File: config.mk
export PLATFORM = sky130hd
export DESIGN_NAME = lcd_nibble_writer
export DESIGN_NICKNAME = d
export VERILOG_FILES = /design/src/rtl/lcd_nibble_writer.sv
export SDC_FILE = /design/constraint.sdc
export NUM_CORES = 1
export LEC_CHECK = 0
export BUFFER_PORTS_ARGS = -buffer_cell sky130_fd_sc_hd__buf_2
export CORE_MARGIN = 8
export CORE_UTILIZATION = 35
export CTS_CLUSTER_DIAMETER = 40
export CTS_CLUSTER_SIZE = 12
export DETAILED_ROUTE_END_ITERATION = 8
export MAX_ROUTING_LAYER = met4
export SYNTH_ARGS = -nofsm -noshare
export SYNTH_HDL_FRONTEND = slang
export SYNTH_SLANG_ARGS = --single-unit
File: constraint.sdc
create_clock -name Clock -period 6.25 [get_ports Clock]
set_clock_uncertainty 0.1 [all_clocks]
set_input_delay 0.625 -clock Clock [delete_from_list [all_inputs] [get_ports Clock]]
set_output_delay 0.625 -clock Clock [all_outputs]
set_load 0.01 [all_outputs]
File: src/rtl/lcd_nibble_writer.sv
// lcd_nibble_writer: byte-to-pin transmit stage for the 4-bit character LCD bus.
// Takes one {RS, byte} request over valid/ready and sends it as two timed nibble
// writes (high nibble first). It then holds off the next request until the
// LCD's post-command execution time has elapsed.
// Optional feature macro: LCD_NIBBLE_ONLY_EN. When it is defined, iNibbleOnly
// sends the high nibble only, which the power-on init writes need.
module lcd_nibble_writer #(
   parameter int unsigned SETUP_CYC      = 2,
   parameter int unsigned PULSE_CYC      = 12,
   parameter int unsigned HOLD_CYC       = 1,
   parameter int unsigned NIBBLE_GAP_CYC = 50,
   parameter int unsigned BYTE_GAP_CYC   = 2000,
   parameter int unsigned LONG_GAP_CYC   = 82000,
   parameter int unsigned CNT_W          = 17
) (
   input  logic       Clock,
   input  logic       Reset,
   input  logic       iValid,
   input  logic       iRS,
   input  logic [7:0] iData,
   input  logic       iLongWait,
   input  logic       iNibbleOnly,
   output logic       oReady,
   output logic       oLCD_Enabled,
   output logic       oLCD_RegisterSelect,
   output logic       oLCD_ReadWrite,
   output logic       oLCD_StrataFlashControl,
   output logic [3:0] oLCD_Data
);

   localparam int unsigned NIB_W = 4;

   // Each state lasts (count) cycles, so the down-counter is loaded with count-1.
   localparam logic [CNT_W-1:0] SETUP_LOAD  = CNT_W'(SETUP_CYC - 1);
   localparam logic [CNT_W-1:0] PULSE_LOAD  = CNT_W'(PULSE_CYC - 1);
   localparam logic [CNT_W-1:0] HOLD_LOAD   = CNT_W'(HOLD_CYC - 1);
   localparam logic [CNT_W-1:0] NGAP_LOAD   = CNT_W'(NIBBLE_GAP_CYC - 1);
   localparam logic [CNT_W-1:0] BGAP_LOAD   = CNT_W'(BYTE_GAP_CYC - 1);
   localparam logic [CNT_W-1:0] LGAP_LOAD   = CNT_W'(LONG_GAP_CYC - 1);

   typedef enum logic [3:0] {
      IDLE,
      HI_SETUP,
      HI_PULSE,
      HI_HOLD,
      NIBBLE_GAP,
      LO_SETUP,
      LO_PULSE,
      LO_HOLD,
      BYTE_GAP
   } state_t;

   state_t             state, stateNext;
   logic [CNT_W-1:0]   timer, timerNext;
   logic [NIB_W-1:0]   loNibble, loNibbleNext;
   logic               longWait, longWaitNext;
   logic               readyNext, enableNext, rsNext;
   logic [NIB_W-1:0]   dataNext;
   logic               accept;
   logic               skipLow;
   logic [CNT_W-1:0]   gapLoad;

   assign accept  = iValid && oReady;
   assign gapLoad = longWait ? LGAP_LOAD : BGAP_LOAD;

`ifdef LCD_NIBBLE_ONLY_EN
   logic nibbleOnly;

   // Capture the nibble-only request flag at accept.
   always_ff @(posedge Clock) begin
      if (Reset) begin
         nibbleOnly <= 1'b0;
      end else if (accept) begin
         nibbleOnly <= iNibbleOnly;
      end
   end

   assign skipLow = nibbleOnly;
`else
   logic unusedNibbleOnly;
   assign unusedNibbleOnly = iNibbleOnly;
   assign skipLow          = 1'b0;
`endif

   // State, timer, captured request and registered pin outputs.
   always_ff @(posedge Clock) begin
      if (Reset) begin
         state                   <= IDLE;
         timer                   <= '0;
         loNibble                <= '0;
         longWait                <= 1'b0;
         oReady                  <= 1'b1;
         oLCD_Enabled            <= 1'b0;
         oLCD_RegisterSelect     <= 1'b0;
         oLCD_ReadWrite          <= 1'b0;
         oLCD_StrataFlashControl <= 1'b1;
         oLCD_Data               <= '0;
      end else begin
         state                   <= stateNext;
         timer                   <= timerNext;
         loNibble                <= loNibbleNext;
         longWait                <= longWaitNext;
         oReady                  <= readyNext;
         oLCD_Enabled            <= enableNext;
         oLCD_RegisterSelect     <= rsNext;
         oLCD_ReadWrite          <= 1'b0;
         oLCD_StrataFlashControl <= 1'b1;
         oLCD_Data               <= dataNext;
      end
   end

   // Next state, timer reload and next pin values; data/RS only change on
   // entry to a *_SETUP state so they stay frozen through pulse and hold.
   always_comb begin
      stateNext    = state;
      timerNext    = timer;
      loNibbleNext = loNibble;
      longWaitNext = longWait;
      rsNext       = oLCD_RegisterSelect;
      dataNext     = oLCD_Data;

      unique case (state)
         IDLE: begin
            if (accept) begin
               stateNext    = HI_SETUP;
               timerNext    = SETUP_LOAD;
               dataNext     = iData[7:4];
               rsNext       = iRS;
               loNibbleNext = iData[3:0];
               longWaitNext = iLongWait;
            end
         end
         HI_SETUP: begin
            if (timer != '0) begin
               timerNext = timer - CNT_W'(1);
            end else begin
               stateNext = HI_PULSE;
               timerNext = PULSE_LOAD;
            end
         end
         HI_PULSE: begin
            if (timer != '0) begin
               timerNext = timer - CNT_W'(1);
            end else begin
               stateNext = HI_HOLD;
               timerNext = HOLD_LOAD;
            end
         end
         HI_HOLD: begin
            if (timer != '0) begin
               timerNext = timer - CNT_W'(1);
            end else if (skipLow) begin
               stateNext = BYTE_GAP;
               timerNext = gapLoad;
            end else begin
               stateNext = NIBBLE_GAP;
               timerNext = NGAP_LOAD;
            end
         end
         NIBBLE_GAP: begin
            if (timer != '0) begin
               timerNext = timer - CNT_W'(1);
            end else begin
               stateNext = LO_SETUP;
               timerNext = SETUP_LOAD;
               dataNext  = loNibble;
            end
         end
         LO_SETUP: begin
            if (timer != '0) begin
               timerNext = timer - CNT_W'(1);
            end else begin
               stateNext = LO_PULSE;
               timerNext = PULSE_LOAD;
            end
         end
         LO_PULSE: begin
            if (timer != '0) begin
               timerNext = timer - CNT_W'(1);
            end else begin
               stateNext = LO_HOLD;
               timerNext = HOLD_LOAD;
            end
         end
         LO_HOLD: begin
            if (timer != '0) begin
               timerNext = timer - CNT_W'(1);
            end else begin
               stateNext = BYTE_GAP;
               timerNext = gapLoad;
            end
         end
         BYTE_GAP: begin
            if (timer != '0) begin
               timerNext = timer - CNT_W'(1);
            end else begin
               stateNext = IDLE;
               timerNext = '0;
            end
         end
         default: begin
            stateNext = IDLE;
            timerNext = '0;
         end
      endcase

      enableNext = (stateNext == HI_PULSE) || (stateNext == LO_PULSE);
      readyNext  = (stateNext == IDLE);
   end

endmodule
* Word-level counts from Yosys, hierarchy flattened
Cells that the tools add are included.
Storage, ports and cells: register bits 33, bits of input ports 14, output and inout port bits 9, logic and storage cells 52
Operators by class: add/subtract/negate cells 1, equality and inequality tests 12, multiplexer cells 21, reductions and logical operators 10
Operators by type and width (count):
- $mux 17 | 7
- $pmux 17 s6 | 1
- $mux 4 | 11
- $pmux 4 s9 | 1
- $eq 4x3->1 const B | 5
- $reduce_bool 17->1 | 1
- $sub 17x1->17 const B | 1
- $eq 4x2->1 const B | 3
- $logic_not 4->1 | 2
- $pmux 4 s2 | 1
- $eq 4x1->1 const B | 1
- $eq 4x4->1 const B | 1
- $ne 2x2->1 const B | 2
- $reduce_and 3->1 | 1
- $reduce_or 3->1 | 1
- $reduce_and 2->1 | 1
- $reduce_bool 2->1 | 1
- $reduce_or 2->1 | 1
- $logic_and 1x1->1 | 1
- $logic_or 1x1->1 | 1

* Longest topological paths before layout
word-level depth 5, mapped depth 9

* Worst setup path before layout
No wires, ideal clock.
path kind register -> register, from register timer[0], to register timer[12], data arrival time 1.790 ns, data required time 6.059 ns, path slack 4.269 ns, cell stages (with the launch flop) 10, period minus slack after synthesis 1.981 ns, path through dfxtp_1 -> inv_1 -> ha_1 -> nor4b_2 -> and4_4 -> buf_6 -> nor3_4 -> buf_6 -> o31ai_1 -> a311oi_1
Between the ends: word-level cells in the longest chain between the ends 3, elaborated cells between the ends (all ways) 8, those cells by class add/sub (1); mux (6); reduce/logical (1)
RTL lines:
- start: declaration | RTL line 54 | logic [CNT_W-1:0] timer, timerNext;
- start signal: assignment | RTL line 100 | timer <= timerNext;
- $sub 17x1->17 or $reduce_bool 17->1 (tied branches)
- $mux 17, on equally long branches
- $pmux 17 s6 (*) | RTL line 122 | unique case (state)
Every way passes the cells marked *; elsewhere a longest branch is shown, timed or not. A chain may end at the register's enable or synchronous reset.

* Worst setup path in the final report
from register timer[0], to register oReady
Between the ends: word-level cells in the longest chain between the ends 4, elaborated cells between the ends (all ways) 11, those cells by class mux (9); reduce/logical (2)
RTL lines:
- $reduce_bool 17->1 (*)
- $mux 4, or another cell as far along | RTL line 194 | if (timer != '0) begin
- $pmux 4 s9 (*) | RTL line 122
- $logic_not 4->1 (*) | RTL line 208 | readyNext = (stateNext == IDLE);
- end signal: assignment | RTL line 103 | oReady <= readyNext;
- end: declaration | RTL line 23 | output logic oReady,
Marks and branches as above.

==> results.rst <==
.. list-table::
   :header-rows: 1

   * - Metric
     - Value
   * - Run status
     - finished clean
   * - Post-detailed-route wirelength per cell
     - 13.8 um
   * - Post-synth design cell area
     - 0.00196 mm2
   * - Arrival @ worst endpoint
     - 2480 ps
   * - Total iterations of the first detailed-routing run
     - 4
   * - Clock latency on the worst-skew pair
     - 290 ps
   * - Placed Area
     - 0.00204 mm2
   * - Final setup TNS
     - 0 ps
   * - Clock sink count
     - 33
   * - CTS HTree Levels
     - 2
   * - Yosys top cell by area
     - dfxtp_1
   * - Layout fillers
     - 561
   * - Initial core utilization
     - 36.0%
   * - Library cell with the highest instance count after synthesis
     - dfxtp_1
   * - Number of vias in the routed layout
     - 1704
   * - Category of the worst setup path launch point
     - register
   * - Count of inserted antenna diode cells
     - 0
   * - Warnings, synthesis
     - 0
   * - Global Route Usage Sum
     - 11.1%
   * - Die X
     - 90.8 um
   * - Max Cap Viol
     - 0
   * - RD Place Congestion
     - 0.765
   * - Number of resized instances in the post-cts repair step
     - 0
   * - Deepest clock path buffer count
     - 2
   * - Slew Limit Fails
     - 0
   * - Min Tclk post-route
     - 2420 ps
   * - Max-slew headroom
     - 60.9%
   * - Synth cell count leaders
     - dfxtp_1, nand2_1, a21oi_1
   * - Standard-cell row count
     - 27
   * - CTS root buffer
     - clkbuf_8
   * - Count of buffers from port buffering
     - 19
   * - Cells after Synth
     - 236
   * - Pin count of the biggest net entering global routing
     - 34
   * - Seq cells post-synth
     - 33
   * - Setup repair after global routing missed its margin
     - false
   * - Async set or reset register ratio after synthesis
     - 0%
   * - Dominant cells by area after synthesis
     - dfxtp_1, a21oi_1, nand2_1
   * - Number of hold violations in the final report
     - 0
   * - Nets
     - 261
   * - Vias/cell
     - 5.36
   * - Global-route wire length before repair
     - 7560 um
   * - Number of buffers inserted to repair setup after CTS
     - 0
   * - Top-Level Pins
     - 23
   * - Ratio of cells with drive above 1 in the final layout
     - 17.5%
   * - Seq/Total Area, Yosys
     - 33.8%
   * - Synth Area per Inst
     - 8.29 um2
   * - Number of cells on the worst hold path
     - 2
   * - Overall overflow remaining after global route
     - 0
   * - Worst hold-check path type
     - reg2reg
   * - Max Clock Freq
     - 413 MHz
   * - Initial antenna violation count
     - 0
   * - Residual DRC
     - 0
   * - Ys flop type
     - dfxtp_1
   * - Final design instance area without fill
     - 0.00215 mm2
   * - Clock tree from TritonCTS
     - done
   * - Vias in the first global route
     - 1644
   * - Library cells used by synthesis
     - 53
   * - Drt total wl
     - 4390 um
   * - Number of clock buffers inserted by TritonCTS
     - 5
   * - Data required time at the worst endpoint
     - 6310 ps
   * - Kind of critical path
     - reg2reg
   * - Core box area
     - 0.00544 mm2
   * - Slew at the pin with the worst max-slew slack
     - 586 ps
   * - Count of routing violations after the opening detailed-route iteration
     - 111
   * - Overall die height
     - 90.8 um
   * - Clock transition at the register clock pins on the worst setup and hold paths after CTS
     - 70 ps
   * - Post-synth top area share
     - 33.8%
   * - Finish-stage setup viols
     - 0
   * - Quantity of hold-fixing buffers added after cts
     - 0
   * - Area taken by multi-input logic gates
     - 0.00115 mm2
   * - Number of enable flip-flop cells after synthesis
     - 0
   * - Part of the cycle the worst path needs
     - 38.7%
   * - Signed area change from the synthesized netlist to the final layout
     - 9.97%
   * - Largest driver fanout on the critical path
     - 16
   * - Area taken by flip-flops and latches
     - 661 um2
   * - Post-Syn Nets
     - 252
   * - Number of cells traversed by the worst register-to-register path
     - 7
   * - Crit path capture type
     - register
   * - Estimated wirelength of the detail-placed design
     - 3100 um
   * - Antenna-violating nets left
     - 0
   * - Die ar.
     - 0.00824 mm2
-- layout make-up --
type / count / area share (%)
clock buffer: 7 / 4.01
clock inverter: 1 / 1.40
inverter: 10 / 1.74
multi-input combinational: 176 / 53.5
sequential: 33 / 30.7
tap: 72 / 4.19
timing repair buffer: 19 / 4.42
-- final timing paths --
kind                from  slack (ps)          end
max             timer[0]        3830       oReady
min          loNibble[1]         350  loNibble[1]
max reg2reg     timer[0]        3830       oReady
min reg2reg  loNibble[1]         350  loNibble[1]
-- logic make-up (layout without fill, tap and decap cells) --
| kind of cell | after synthesis | after routing | share of synthesized area, % |
|---|---|---|---|
| multiplexers | 5 | 5 | 2.56 |
| XOR/XNOR | 1 | 1 | 0.448 |
| adder cells (fa/ha/maj) | 2 | 2 | 1.28 |
| other | 2 | 2 | 0.384 |
| AND/OR/NAND/NOR | 93 | 93 | 29.6 |
| AO/OA/AOI/OAI | 73 | 73 | 24.6 |
| flip-flops | 33 | 33 | 33.8 |
| buffers and inverters | 27 | 37 | 7.35 |
-- stage by stage --
step | std cells | hold WS [ps] | setup WS [ps] | util [%]
after floorplan | 236 | 336 | 4270 | -
after global placement | 310 | 344 | 3880 | 37.4
after detailed placement | 310 | 345 | 3870 | 37.4
after CTS | 318 | 355 | 3850 | 39.6
after global routing | 318 | 376 | 3650 | 39.6
final | 318 | 354 | 3830 | 39.6
-- cell usage in the layout (no fill, tap or decap), types with 4 or more instances in the layout --
master    count
inv_1        10
nor2_1       17
or3_1         4
buf_2        19
nand2b_1      4
mux2i_1       5
dfxtp_1      33
nor3_1        8
nor4_4        4
nand2_1      31
o311ai_0      4
a211oi_1      5
a21oi_1      27
o21ai_0       9
a31oi_1       6
clkbuf_8      6
nand3_1       5
-- per-layer routing --
| layer | track usage [%] | share of wire (%) |
|---|---|---|
| met4 | 3.27 | 0.66 |
| met2 | 18.0 | 47 |
| met5 | - | 0 |
| met3 | 2.24 | 2.3 |
| met1 | 13.4 | 50 |
-- worst max-delay path, cell delays in order (launching register included) --
cell     delay [ps]
dfxtp_1         350
inv_1           100
ha_1            140
nor4b_2         320
nand4_2         470
or3_1           510
a21oi_1         240
nor4_2           80
-- registers in the layout, indices dropped and copies added, names as in the netlist --
name	count
timer	17
loNibble	4
oLCD_Data	4
state	4
longWait	1
oLCD_Enabled	1
oLCD_RegisterSelect	1
oReady	1
Power is left out: the tool's default activity adds up to more than one toggle a clock period on the data nets, which glitch-free logic cannot reach.
